`config.mk`:
```
export PLATFORM = sky130hd
export DESIGN_NAME = backprop_chain_engine_flat
export DESIGN_NICKNAME = d
export VERILOG_FILES = /design/src/rtl/backprop_chain_engine_pkg.sv /design/src/rtl/backprop_chain_engine_if.sv /design/src/rtl/backprop_chain_engine_fxp_dot_row.sv /design/src/rtl/backprop_chain_engine.sv /design/src/flat_wrapper.sv
export SDC_FILE = /design/constraint.sdc
export NUM_CORES = 2
export LEC_CHECK = 0
export ABC_CLOCK_PERIOD_IN_PS = 14240
export BUFFER_PORTS_ARGS = -buffer_cell sky130_fd_sc_hd__buf_2
export CAP_MARGIN = 30
export CORE_MARGIN = 1.5
export CORE_UTILIZATION = 50
export DETAILED_ROUTE_END_ITERATION = 8
export PLACE_DENSITY = 0.74
export SLEW_MARGIN = 10
export SYNTH_ARGS = -nofsm -noshare
export SYNTH_HDL_FRONTEND = slang
export SYNTH_HIERARCHICAL = 1
export SYNTH_SLANG_ARGS = --single-unit
```
`constraint.sdc`:
```
create_clock -name clk -period 14.24 [get_ports clk]
set_input_delay 3.56 -clock clk [delete_from_list [all_inputs] [get_ports clk]]
set_output_delay 3.56 -clock clk [all_outputs]
set_load 0.02 [all_outputs]
```
`src/rtl/backprop_chain_engine_pkg.sv`:
```
// Shared types and fixed-point helpers for the backprop chain engine.
// Helpers work on wide containers so any DATA_W <= 32, accumulator <= 64 fits.
package backprop_pkg;

  typedef enum logic [1:0] {IDLE, RUN, DONE} state_e;

  // Floor shift by frac_w, then clamp to the signed data_w range.
  function automatic logic signed [31:0] sat_shift(input logic signed [63:0] acc,
                                                   input int frac_w, input int data_w);
    logic signed [63:0] sh, hi, lo;
    sh = acc >>> frac_w;
    hi = (64'sd1 <<< (data_w - 1)) - 64'sd1;
    lo = -hi - 64'sd1;
    if (sh > hi)      sh = hi;
    else if (sh < lo) sh = lo;
    return sh[31:0];
  endfunction

  // One lane of the one-hot seed: 1.0 where selected, else 0.
  function automatic logic [31:0] one_hot_seed(input logic sel, input int frac_w);
    return sel ? (32'd1 << frac_w) : 32'd0;
  endfunction

endpackage

```
`src/rtl/backprop_chain_engine_if.sv`:
```
// Job control, row stream and read-out bundle of the backprop chain engine.
interface backprop_chain_engine_if #(
  parameter int DATA_W  = 16,
  parameter int N       = 3,
  parameter int LAYER_W = 32
);
  logic                start;
  logic [LAYER_W-1:0]  num_layers;
  logic                seed_mode;
  logic [DATA_W*N-1:0] seed_vec;
  logic [N-1:0]        seed_sel;
  logic                row_valid;
  logic                row_ready;
  logic [DATA_W*N-1:0] row_data;
  logic [LAYER_W-1:0]  rd_addr;
  logic [N-1:0]        rd_mask;
  logic [DATA_W*N-1:0] rd_data;
  logic                busy;
  logic                done;

  modport master (
    output start, num_layers, seed_mode, seed_vec, seed_sel, row_valid, row_data,
           rd_addr, rd_mask,
    input  row_ready, rd_data, busy, done
  );

  modport slave (
    input  start, num_layers, seed_mode, seed_vec, seed_sel, row_valid, row_data,
           rd_addr, rd_mask,
    output row_ready, rd_data, busy, done
  );
endinterface

```
`src/rtl/backprop_chain_engine_fxp_dot_row.sv`:
```
// One matrix row times the current vector: N signed multipliers, adder tree,
// floor shift with saturation, one register stage.
module fxp_dot_row
  import backprop_pkg::*;
#(
  parameter int DATA_W = 16,
  parameter int FRAC_W = 8,
  parameter int N      = 3
) (
  input  logic                   clk,
  input  logic                   rst_n,
  input  logic                   in_valid_i,
  input  logic [N-1:0][DATA_W-1:0] row_i,
  input  logic [N-1:0][DATA_W-1:0] vec_i,
  output logic                   out_valid_o,
  output logic [DATA_W-1:0]      out_data_o
);
  localparam int PROD_W = 2 * DATA_W;
  localparam int ACC_W  = PROD_W + $clog2(N);

  logic signed [PROD_W-1:0] prod [N];
  logic signed [ACC_W-1:0]  acc_d;
  logic                     vld_q;
  logic [DATA_W-1:0]        out_q;

  for (genvar g = 0; g < N; g++) begin : g_mul
    assign prod[g] = PROD_W'($signed(row_i[g])) * PROD_W'($signed(vec_i[g]));
  end

  always_comb begin
    acc_d = '0;
    for (int i = 0; i < N; i++) acc_d = acc_d + ACC_W'(prod[i]);
  end

  always_ff @(posedge clk or negedge rst_n) begin
    if (!rst_n) begin
      vld_q <= 1'b0;
      out_q <= '0;
    end else begin
      vld_q <= in_valid_i;
      if (in_valid_i) out_q <= DATA_W'(sat_shift(64'(acc_d), FRAC_W, DATA_W));
    end
  end

  assign out_valid_o = vld_q;
  assign out_data_o  = out_q;
endmodule

```
`src/rtl/backprop_chain_engine.sv`:
```
// Chained matrix-vector engine: v(k+1) = M(k)*v(k), one streamed row per beat,
// every layer result kept in a buffer with a masked, registered read-out.
module backprop_chain_engine
  import backprop_pkg::*;
#(
  parameter int DATA_W     = 16,
  parameter int FRAC_W     = 8,
  parameter int N          = 3,
  parameter int MAX_LAYERS = 5,
  parameter int LAYER_W    = 32
) (
  input logic                    clk,
  input logic                    rst_n,
  backprop_chain_engine_if.slave bus
);
  localparam int AW = (MAX_LAYERS > 1) ? $clog2(MAX_LAYERS) : 1;
  localparam int RW = (N > 1) ? $clog2(N) : 1;

  typedef logic [N-1:0][DATA_W-1:0] vec_t;

  state_e             state_q, state_d;
  logic [LAYER_W-1:0] layers_q, layer_q, l_clamp;
  logic [RW-1:0]      row_q, wr_row_q;
  logic               bubble_q;
  vec_t               v_q, rd_q, rd_d, seed_in, seed_d, row_vec;
  vec_t               buf_q [MAX_LAYERS];
  logic               accept, last_wr, dot_vld, rd_ok;
  logic [DATA_W-1:0]  dot_data;
  logic [AW-1:0]      ra, rp;

  assign row_vec = bus.row_data;
  assign seed_in = bus.seed_vec;
  assign l_clamp = (bus.num_layers > LAYER_W'(MAX_LAYERS)) ? LAYER_W'(MAX_LAYERS)
                                                            : bus.num_layers;
  assign accept  = bus.row_valid && bus.row_ready;
  assign last_wr = dot_vld && (wr_row_q == RW'(N - 1));

  always_comb begin
    seed_d = '0;
    for (int i = 0; i < N; i++)
      seed_d[i] = bus.seed_mode ? DATA_W'(one_hot_seed(bus.seed_sel[i], FRAC_W)) : seed_in[i];
  end

  fxp_dot_row #(.DATA_W(DATA_W), .FRAC_W(FRAC_W), .N(N)) u_dot (
    .clk        (clk),
    .rst_n      (rst_n),
    .in_valid_i (accept),
    .row_i      (row_vec),
    .vec_i      (v_q),
    .out_valid_o(dot_vld),
    .out_data_o (dot_data)
  );

  always_ff @(posedge clk or negedge rst_n) begin
    if (!rst_n) state_q <= IDLE;
    else        state_q <= state_d;
  end

  always_comb begin
    state_d = state_q;
    case (state_q)
      IDLE:    if (bus.start) state_d = (l_clamp == '0) ? DONE : RUN;
      RUN:     if (last_wr && (layer_q + LAYER_W'(1) == layers_q)) state_d = DONE;
      DONE:    state_d = IDLE;
      default: state_d = IDLE;
    endcase
  end

  // The bubble after the last row lets the final dot result land before the
  // next layer's first row is multiplied against the refreshed vector.
  always_comb begin
    bus.row_ready = (state_q == RUN) && !bubble_q;
    bus.busy      = (state_q == RUN);
    bus.done      = (state_q == DONE);
  end

  assign ra    = bus.rd_addr[AW-1:0];
  assign rp    = ra - AW'(1);
  assign rd_ok = bus.rd_addr < LAYER_W'(MAX_LAYERS);

  always_comb begin
    rd_d = '0;
    for (int i = 0; i < N; i++)
      if (rd_ok)
        rd_d[i] = bus.rd_mask[i] ? ((bus.rd_addr != '0) ? buf_q[rp][i] : '0) : buf_q[ra][i];
  end

  always_ff @(posedge clk or negedge rst_n) begin
    if (!rst_n) begin
      layers_q <= '0;
      layer_q  <= '0;
      row_q    <= '0;
      wr_row_q <= '0;
      bubble_q <= 1'b0;
      v_q      <= '0;
      rd_q     <= '0;
      for (int k = 0; k < MAX_LAYERS; k++) buf_q[k] <= '0;
    end else begin
      rd_q <= rd_d;
      if (state_q == IDLE && bus.start) begin
        layers_q <= l_clamp;
        v_q      <= seed_d;
        layer_q  <= '0;
        row_q    <= '0;
        bubble_q <= 1'b0;
      end
      if (accept) begin
        wr_row_q <= row_q;
        if (row_q == RW'(N - 1)) bubble_q <= 1'b1;
        else                     row_q    <= row_q + RW'(1);
      end
      if (dot_vld) buf_q[layer_q[AW-1:0]][wr_row_q] <= dot_data;
      // Last element is still in flight in the dot register, so bypass it.
      if (last_wr) begin
        for (int i = 0; i < N - 1; i++) v_q[i] <= buf_q[layer_q[AW-1:0]][i];
        v_q[N-1] <= dot_data;
        layer_q  <= layer_q + LAYER_W'(1);
        row_q    <= '0;
        bubble_q <= 1'b0;
      end
    end
  end

  assign bus.rd_data = rd_q;
endmodule
```
`src/flat_wrapper.sv`:
```
// flat-port wrapper written by rule: the top's interface ports become plain ports
module backprop_chain_engine_flat import backprop_pkg::*;
#(
  parameter int DATA_W     = 16,
  parameter int FRAC_W     = 8,
  parameter int N          = 3,
  parameter int MAX_LAYERS = 5,
  parameter int LAYER_W    = 32
)
  (clk, rst_n, bus_start, bus_num_layers, bus_seed_mode, bus_seed_vec, bus_seed_sel, bus_row_valid, bus_row_data, bus_rd_addr, bus_rd_mask, bus_row_ready, bus_rd_data, bus_busy, bus_done);
  backprop_chain_engine_if #(.DATA_W(DATA_W), .N(N), .LAYER_W(LAYER_W)) bus_i ();
  input logic clk;
  input logic rst_n;
  input wire logic [$bits(bus_i.start)-1:0] bus_start;
  input wire logic [$bits(bus_i.num_layers)-1:0] bus_num_layers;
  input wire logic [$bits(bus_i.seed_mode)-1:0] bus_seed_mode;
  input wire logic [$bits(bus_i.seed_vec)-1:0] bus_seed_vec;
  input wire logic [$bits(bus_i.seed_sel)-1:0] bus_seed_sel;
  input wire logic [$bits(bus_i.row_valid)-1:0] bus_row_valid;
  input wire logic [$bits(bus_i.row_data)-1:0] bus_row_data;
  input wire logic [$bits(bus_i.rd_addr)-1:0] bus_rd_addr;
  input wire logic [$bits(bus_i.rd_mask)-1:0] bus_rd_mask;
  output wire logic [$bits(bus_i.row_ready)-1:0] bus_row_ready;
  output wire logic [$bits(bus_i.rd_data)-1:0] bus_rd_data;
  output wire logic [$bits(bus_i.busy)-1:0] bus_busy;
  output wire logic [$bits(bus_i.done)-1:0] bus_done;
  assign bus_i.start = bus_start;
  assign bus_i.num_layers = bus_num_layers;
  assign bus_i.seed_mode = bus_seed_mode;
  assign bus_i.seed_vec = bus_seed_vec;
  assign bus_i.seed_sel = bus_seed_sel;
  assign bus_i.row_valid = bus_row_valid;
  assign bus_i.row_data = bus_row_data;
  assign bus_i.rd_addr = bus_rd_addr;
  assign bus_i.rd_mask = bus_rd_mask;
  assign bus_row_ready = bus_i.row_ready;
  assign bus_rd_data = bus_i.rd_data;
  assign bus_busy = bus_i.busy;
  assign bus_done = bus_i.done;
  backprop_chain_engine #(.DATA_W(DATA_W), .FRAC_W(FRAC_W), .N(N), .MAX_LAYERS(MAX_LAYERS), .LAYER_W(LAYER_W)) u_core (.clk(clk), .rst_n(rst_n), .bus(bus_i));
endmodule
```
Word level (Yosys, flattened, before mapping) --
Index checks and enable logic that the tools add are counted.
Word-level totals: flip-flop bits (word level) 424, output and inout bits 51
Operators by class: $add $sub $neg 5, multipliers 3, order comparisons 10, equal/unequal tests 7, mux-type cells 48, bitwise gates (word level) 3, reduce and logical (&&, ||, !) cells 13
Operators by type and width (count):
- $bmux 48 s3 | 3
- $mux 48 | 7
- $bwmux 240 | 1
- $mux 16 | 15
- $mux 32 | 5
- $demux 48 s3 | 1
- $mul 16x16->32 | 3
- $add 33x32->34 | 1
- $add 32x32->33 | 1
- $add 32x1->32 const B | 1
- $demux 16 s2 | 1
- $eq 32x32->1 | 1
- $gt 32x3->1 const B | 1
- $logic_not 32->1 | 1
- $lt 32x3->1 const B | 1
- $reduce_bool 32->1 | 1
- $mux 9 | 3
- $gt 26x16->1 const B | 1
- $lt 26x16->1 const B | 1
- $mux 2 | 7
- $ge 4x4->1 const B | 3
- $not 3->4 | 3
- $logic_and 1x1->1 | 7
- $eq 2x2->1 const B | 3
- 14 further kinds | 17

Longest topological paths before layout --
depth after elaboration 8, depth in mapped cells 32, mapped depth without buffers 29

Modules after synthesis --
Netlist, hierarchy kept.
Modules (own cells, without submodules):
- fxp_dot_row | times used 1, cells each 3299, area an instance 31552.8 um^2, seq. area each 425.4 um^2
- backprop_chain_engine | times used 1, cells each 1846, area an instance 21703.3 um^2, seq. area each 10184.8 um^2

Worst setup path after synthesis --
Ideal clock, no wire load.
path kind in2reg, start in bus_row_data[47], end reg u_core.u_dot.out_q[2] (netlist: u_core/u_dot/out_data_o[2]), setup time 140 ps, arrival time 11441 ps, data required time 14100 ps, setup slack 2658 ps, cell stages on the path 27, buffers on the path 1, cells stage by stage and2_1 -> inv_1 -> fa_1 -> inv_1 -> fa_1 -> inv_1 -> fa_1 -> fa_1 -> inv_1 -> fa_1 -> fa_1 -> fa_1 -> fa_1 -> inv_1 -> fa_1 -> inv_1 -> ha_1 -> a21o_1 -> o21bai_1 -> a311oi_1 -> o22ai_1 -> o211a_1 -> o2111ai_2 -> nand4_1 -> o41ai_4 -> buf_6 -> o22ai_1
On the way: word-level cells in the longest chain between the ends 5
RTL lines:
- start: declaration | RTL line flat_wrapper.sv:20 | input wire logic [$bits(bus_i.row_data)-1:0] bus_row_data;
- $mul 16x16->32 (*) | RTL line backprop_chain_engine_fxp_dot_row.sv:27 | assign prod[g] = PROD_W'($signed(row_i[g])) * PROD_W'($signed(vec_i[g]));
- $add 33x32->34 (*) | RTL line backprop_chain_engine_fxp_dot_row.sv:32 | for (int i = 0; i < N; i++) acc_d = acc_d + ACC_W'(prod[i]);
- $lt 26x16->1 | RTL line backprop_chain_engine_pkg.sv:15 | else if (sh < lo) sh = lo;
- $mux 16 | RTL line backprop_chain_engine_pkg.sv:15
- $mux 16 (*) | RTL line backprop_chain_engine_pkg.sv:14 | if (sh > hi) sh = hi;
- end signal: assignment | RTL line backprop_chain_engine_fxp_dot_row.sv:41 | if (in_valid_i) out_q <= DATA_W'(sat_shift(64'(acc_d), FRAC_W, DATA_W));
- end: declaration | RTL line backprop_chain_engine_fxp_dot_row.sv:24 | logic [DATA_W-1:0] out_q;
Every way passes the cells marked *; elsewhere a longest branch is shown, timed or not. A chain may end at the register's enable or synchronous reset.

Final worst setup path --
start in bus_row_data[47], end reg u_core.u_dot.out_q[4] (netlist: u_core/u_dot/out_data_o[4])
Same word-level chain as after synthesis.

==> flow_metrics.py <==
metrics = {
    "run_status": {
        "status": "finished with violations",
        "violations": "DRC",
    },
    "grt": {
        "grt_pass1_vias": 41100,
        "grt_max_degree": 158,
        "antenna_found_initial": 6,
        "grt_pass1_wl_um": 234000,
        "grtUsageTotal": 0.279,
        "overflow": 0,
    },
    "cts": {
        "cts.repair.resized": 0,
        "clk_latency_ns": 0.59,
        "cts_hold_buffers": 0,
        "root_buffer": "clkbuf_16",
        "clk_pin_slew_ns": 0.06,
        "clk_path_buf_depth": 3,
        "postCtsSetupRepairBufs": 0,
        "numCtsBuffers": 43,
        "cts_max_level": 2,
        "cts.sinks": 424,
        "tritoncts": "built",
    },
    "cells_and_area": {
        "fill_cells": 9209,
        "stdcell_area_um2": 57000,
        "nets": 6477,
        "areaGrowthSynthToFinish_pct": 6.94,
        "finalNonFillerCells": 6603,
        "drive_above_1_share": 0.142,
    },
    "floorplanning": {
        "fp.dieH_um": 329,
        "fp.coreArea_um2": 105000,
        "dieArea_um2": 108000,
        "start_util": 0.505,
        "pin_count": 222,
        "die_w_um": 329,
        "fp-row-count": 119,
    },
    "timing": {
        "fin_crit_ns": 12.61,
        "clock_skew_ns": 0.0224,
        "setup_viol_count_final": 0,
        "slew_headroom": 0.298,
        "hold_violations": 0,
        "fmaxAchievable_mhz": 79.3,
        "drv_slew": 0,
        "tns_ns": 0,
        "fin_ws_ns": 1.63,
        "rsz0062_at_grt": "false",
        "finalCritPeriodShare": 0.886,
        "worst_pin_slew_ns": 1.05,
    },
    "setup_path": {
        "critPathArrivalTime_ns": 13.02,
        "crit_fanout": 16,
        "path_class": "in -> reg",
        "end_kind": "register",
        "critPathRequiredTime_ns": 14.64,
        "crit_path_start_kind": "input pin",
    },
    "detailed_routing": {
        "via_per_inst": 5.78,
        "drt-pass1-iter-count": 8,
        "first_iter_violations": 3577,
        "post_drt_wl_per_cell_um": 22.2,
        "vias": 38100,
        "drcViolationCount": 6,
        "drt-total-wl_um": 147000,
        "ant_nets": 0,
    },
    "place": {
        "place.gp.congestion": 0.920,
        "dpl_cell_area_um2": 55400,
        "port_buffers": 221,
        "place_ws_ns": 1.12,
        "place_inst": 6517,
        "dp_hpwl_um": 112000,
    },
    "logic_synthesis": {
        "syn-num-nets": 6446,
        "post_synth_num_cell_types": 95,
        "ys_seq_elements": 424,
        "syn_inst": 5145,
        "ys_seq_area_frac": 0.199,
        "yosysWarnings": 6,
        "synth_edf_count": 0,
        "synth_flop_cell": "dfrtp_1",
        "synth.cell_area_um2": 53300,
        "syn_area_per_cell_um2": 10.4,
        "synthArstFlopShare": 1.00,
    },
    "flow_run": {
        "max_cap_viol_count": 0,
    },
    "hold_path": {
        "hp-class": "reg -> reg",
    },
}
critical path, stage by stage:
cell,delay (ns)
buf_2,0.26
and2_1,0.58
inv_1,0.45
fa_1,0.62
inv_1,0.05
fa_1,0.54
inv_1,0.05
fa_1,0.49
fa_1,0.55
inv_1,0.06
fa_1,0.48
fa_1,0.56
fa_1,0.43
fa_1,0.50
inv_1,0.05
fa_1,0.47
inv_1,0.04
ha_1,0.35
a21o_1,0.20
o21bai_1,0.17
a311oi_1,0.53
o22ai_1,0.28
o21a_1,0.26
o211ai_1,0.28
nand4_1,0.19
o41ai_4,0.80
o22ai_1,0.21
state kept, by name, summed over array words and instances (netlist names), 2 cells and up:
name	cells
u_core/buf_q	240
u_core/bus.rd_data	48
u_core/layer_q	32
u_core/layers_q	32
u_core/row_q	2
u_core/state_q	2
u_core/u_dot/out_data_o	16
u_core/v_q	48
u_core/wr_row_q	2
stage by stage:
stage | hold slack [ns] | util
2_1_floorplan | 0.458 | -
3_5_place_dp | 0.492 | 0.526
4_1_cts | 0.509 | 0.539
3_3_place_gp | 0.490 | 0.525
6_report | 0.506 | 0.540
5_1_grt | 0.516 | 0.540
worst paths after layout:
check	start	endpoint	slack (ns)	depth (start not counted)
min in group asynchronous	rst_n	u_core/layers_q[27]	3.00	1
setup / recovery	bus_row_data[47]	u_core/u_dot/out_data_o[4]	1.63	27
max in group asynchronous	rst_n	u_core/buf_q[94]	9.16	4
hold / removal	u_core/layers_q[9]	u_core/layers_q[9]	0.51	1
setup reg to reg	u_core/v_q[32]	u_core/u_dot/out_data_o[4]	4.24	27
hold reg to reg	u_core/layers_q[9]	u_core/layers_q[9]	0.51	1
area by class of cell:
cell class / count / area, um2 / share of cell area
multi-input combinational: 3411 / 37700 / 0.663
inverter: 1032 / 3870 / 0.0680
timing repair buffer: 264 / 1550 / 0.0272
sequential: 424 / 10600 / 0.186
clock inverter: 17 / 163 / 0.00286
tap: 1391 / 1740 / 0.0306
antenna: 4 / 10.0 / 0.000176
clock buffer: 60 / 1260 / 0.0221
synthesized netlist by cell type, types with 8 or more instances:
cell type | n | area, um2
inv_1 | 1031 | 3870
fa_1 | 931 | 18600
and2_1 | 481 | 3010
nand2_1 | 434 | 1630
dfrtp_1 | 424 | 10600
mux2_2 | 242 | 2730
clkbuf_1 | 238 | 893
ha_1 | 199 | 2490
a21oi_1 | 154 | 771
mux4_2 | 110 | 2480
o21ai_0 | 102 | 510
nor2_1 | 71 | 267
o22ai_1 | 69 | 432
and3_1 | 57 | 357
xnor2_1 | 55 | 482
a22oi_1 | 50 | 375
nor3b_1 | 50 | 375
a221oi_1 | 33 | 289
nand2b_1 | 33 | 206
nand3_1 | 31 | 155
mux2i_1 | 27 | 270
buf_1 | 25 | 93.8
nand4_1 | 24 | 150
nor3_1 | 24 | 120
a211oi_1 | 23 | 173
xor2_1 | 23 | 201
nor2b_1 | 20 | 125
nor4_1 | 20 | 125
o31ai_1 | 16 | 120
a21o_1 | 9 | 67.6
o21a_1 | 8 | 60.1
or4_1 | 8 | 60.1
cell families after synthesis:
group | Yosys count | synth area share
AND/OR/NAND/NOR | 1290 | 0.130
buffers and inverters | 1310 | 0.0934
adder cells (fa/ha/maj) | 1130 | 0.397
XOR/XNOR | 79 | 0.0133
flip-flops | 424 | 0.199
multiplexers | 379 | 0.103
AO/OA/AOI/OAI | 533 | 0.0650
layer usage:
layer | share of wire | global-route usage | up-vias
met2 | 0.47 | 0.448 | 1748
met4 | 0.052 | 0.124 | 2
met1 | 0.39 | 0.376 | 19800
met5 | 0.000082 | 0 | -
li1 | - | - | 16300
met3 | 0.083 | 0.0462 | 324
placed cells by master (no fill, tap or decap), types with 6 or more instances in the layout:
cell type | netlist | final
nand2b_1 | 33 | 33
o22ai_1 | 69 | 69
nor3_1 | 24 | 20
and3_1 | 57 | 57
dfrtp_1 | 424 | 423
o21a_1 | 8 | 8
clkinv_2 | 0 | 7
or3_1 | 7 | 7
o31ai_1 | 16 | 16
o21ai_0 | 102 | 102
inv_1 | 1031 | 1031
a21o_1 | 9 | 9
a211oi_1 | 23 | 23
a21oi_1 | 154 | 154
nand2_1 | 434 | 433
fa_1 | 931 | 931
and2_1 | 481 | 480
ha_1 | 199 | 198
a22oi_1 | 50 | 50
nand4_1 | 24 | 24
a31oi_1 | 7 | 7
nor2_1 | 71 | 71
clkbuf_8 | 1 | 12
nor4_1 | 20 | 18
mux2_2 | 242 | 242
or4_1 | 8 | 8
mux2i_1 | 27 | 27
mux4_2 | 110 | 110
o2111ai_1 | 7 | 7
buf_2 | 7 | 219
a221oi_1 | 33 | 33
clkbuf_16 | 0 | 43
xor2_1 | 23 | 22
buf_4 | 2 | 34
nor2b_1 | 20 | 20
xnor2_1 | 55 | 54
nand3_1 | 31 | 31
o211ai_1 | 6 | 6
nor3b_1 | 50 | 49
Power is not shown: default switching activity piles up to over one toggle a cycle in this logic, so the estimate is an artifact.
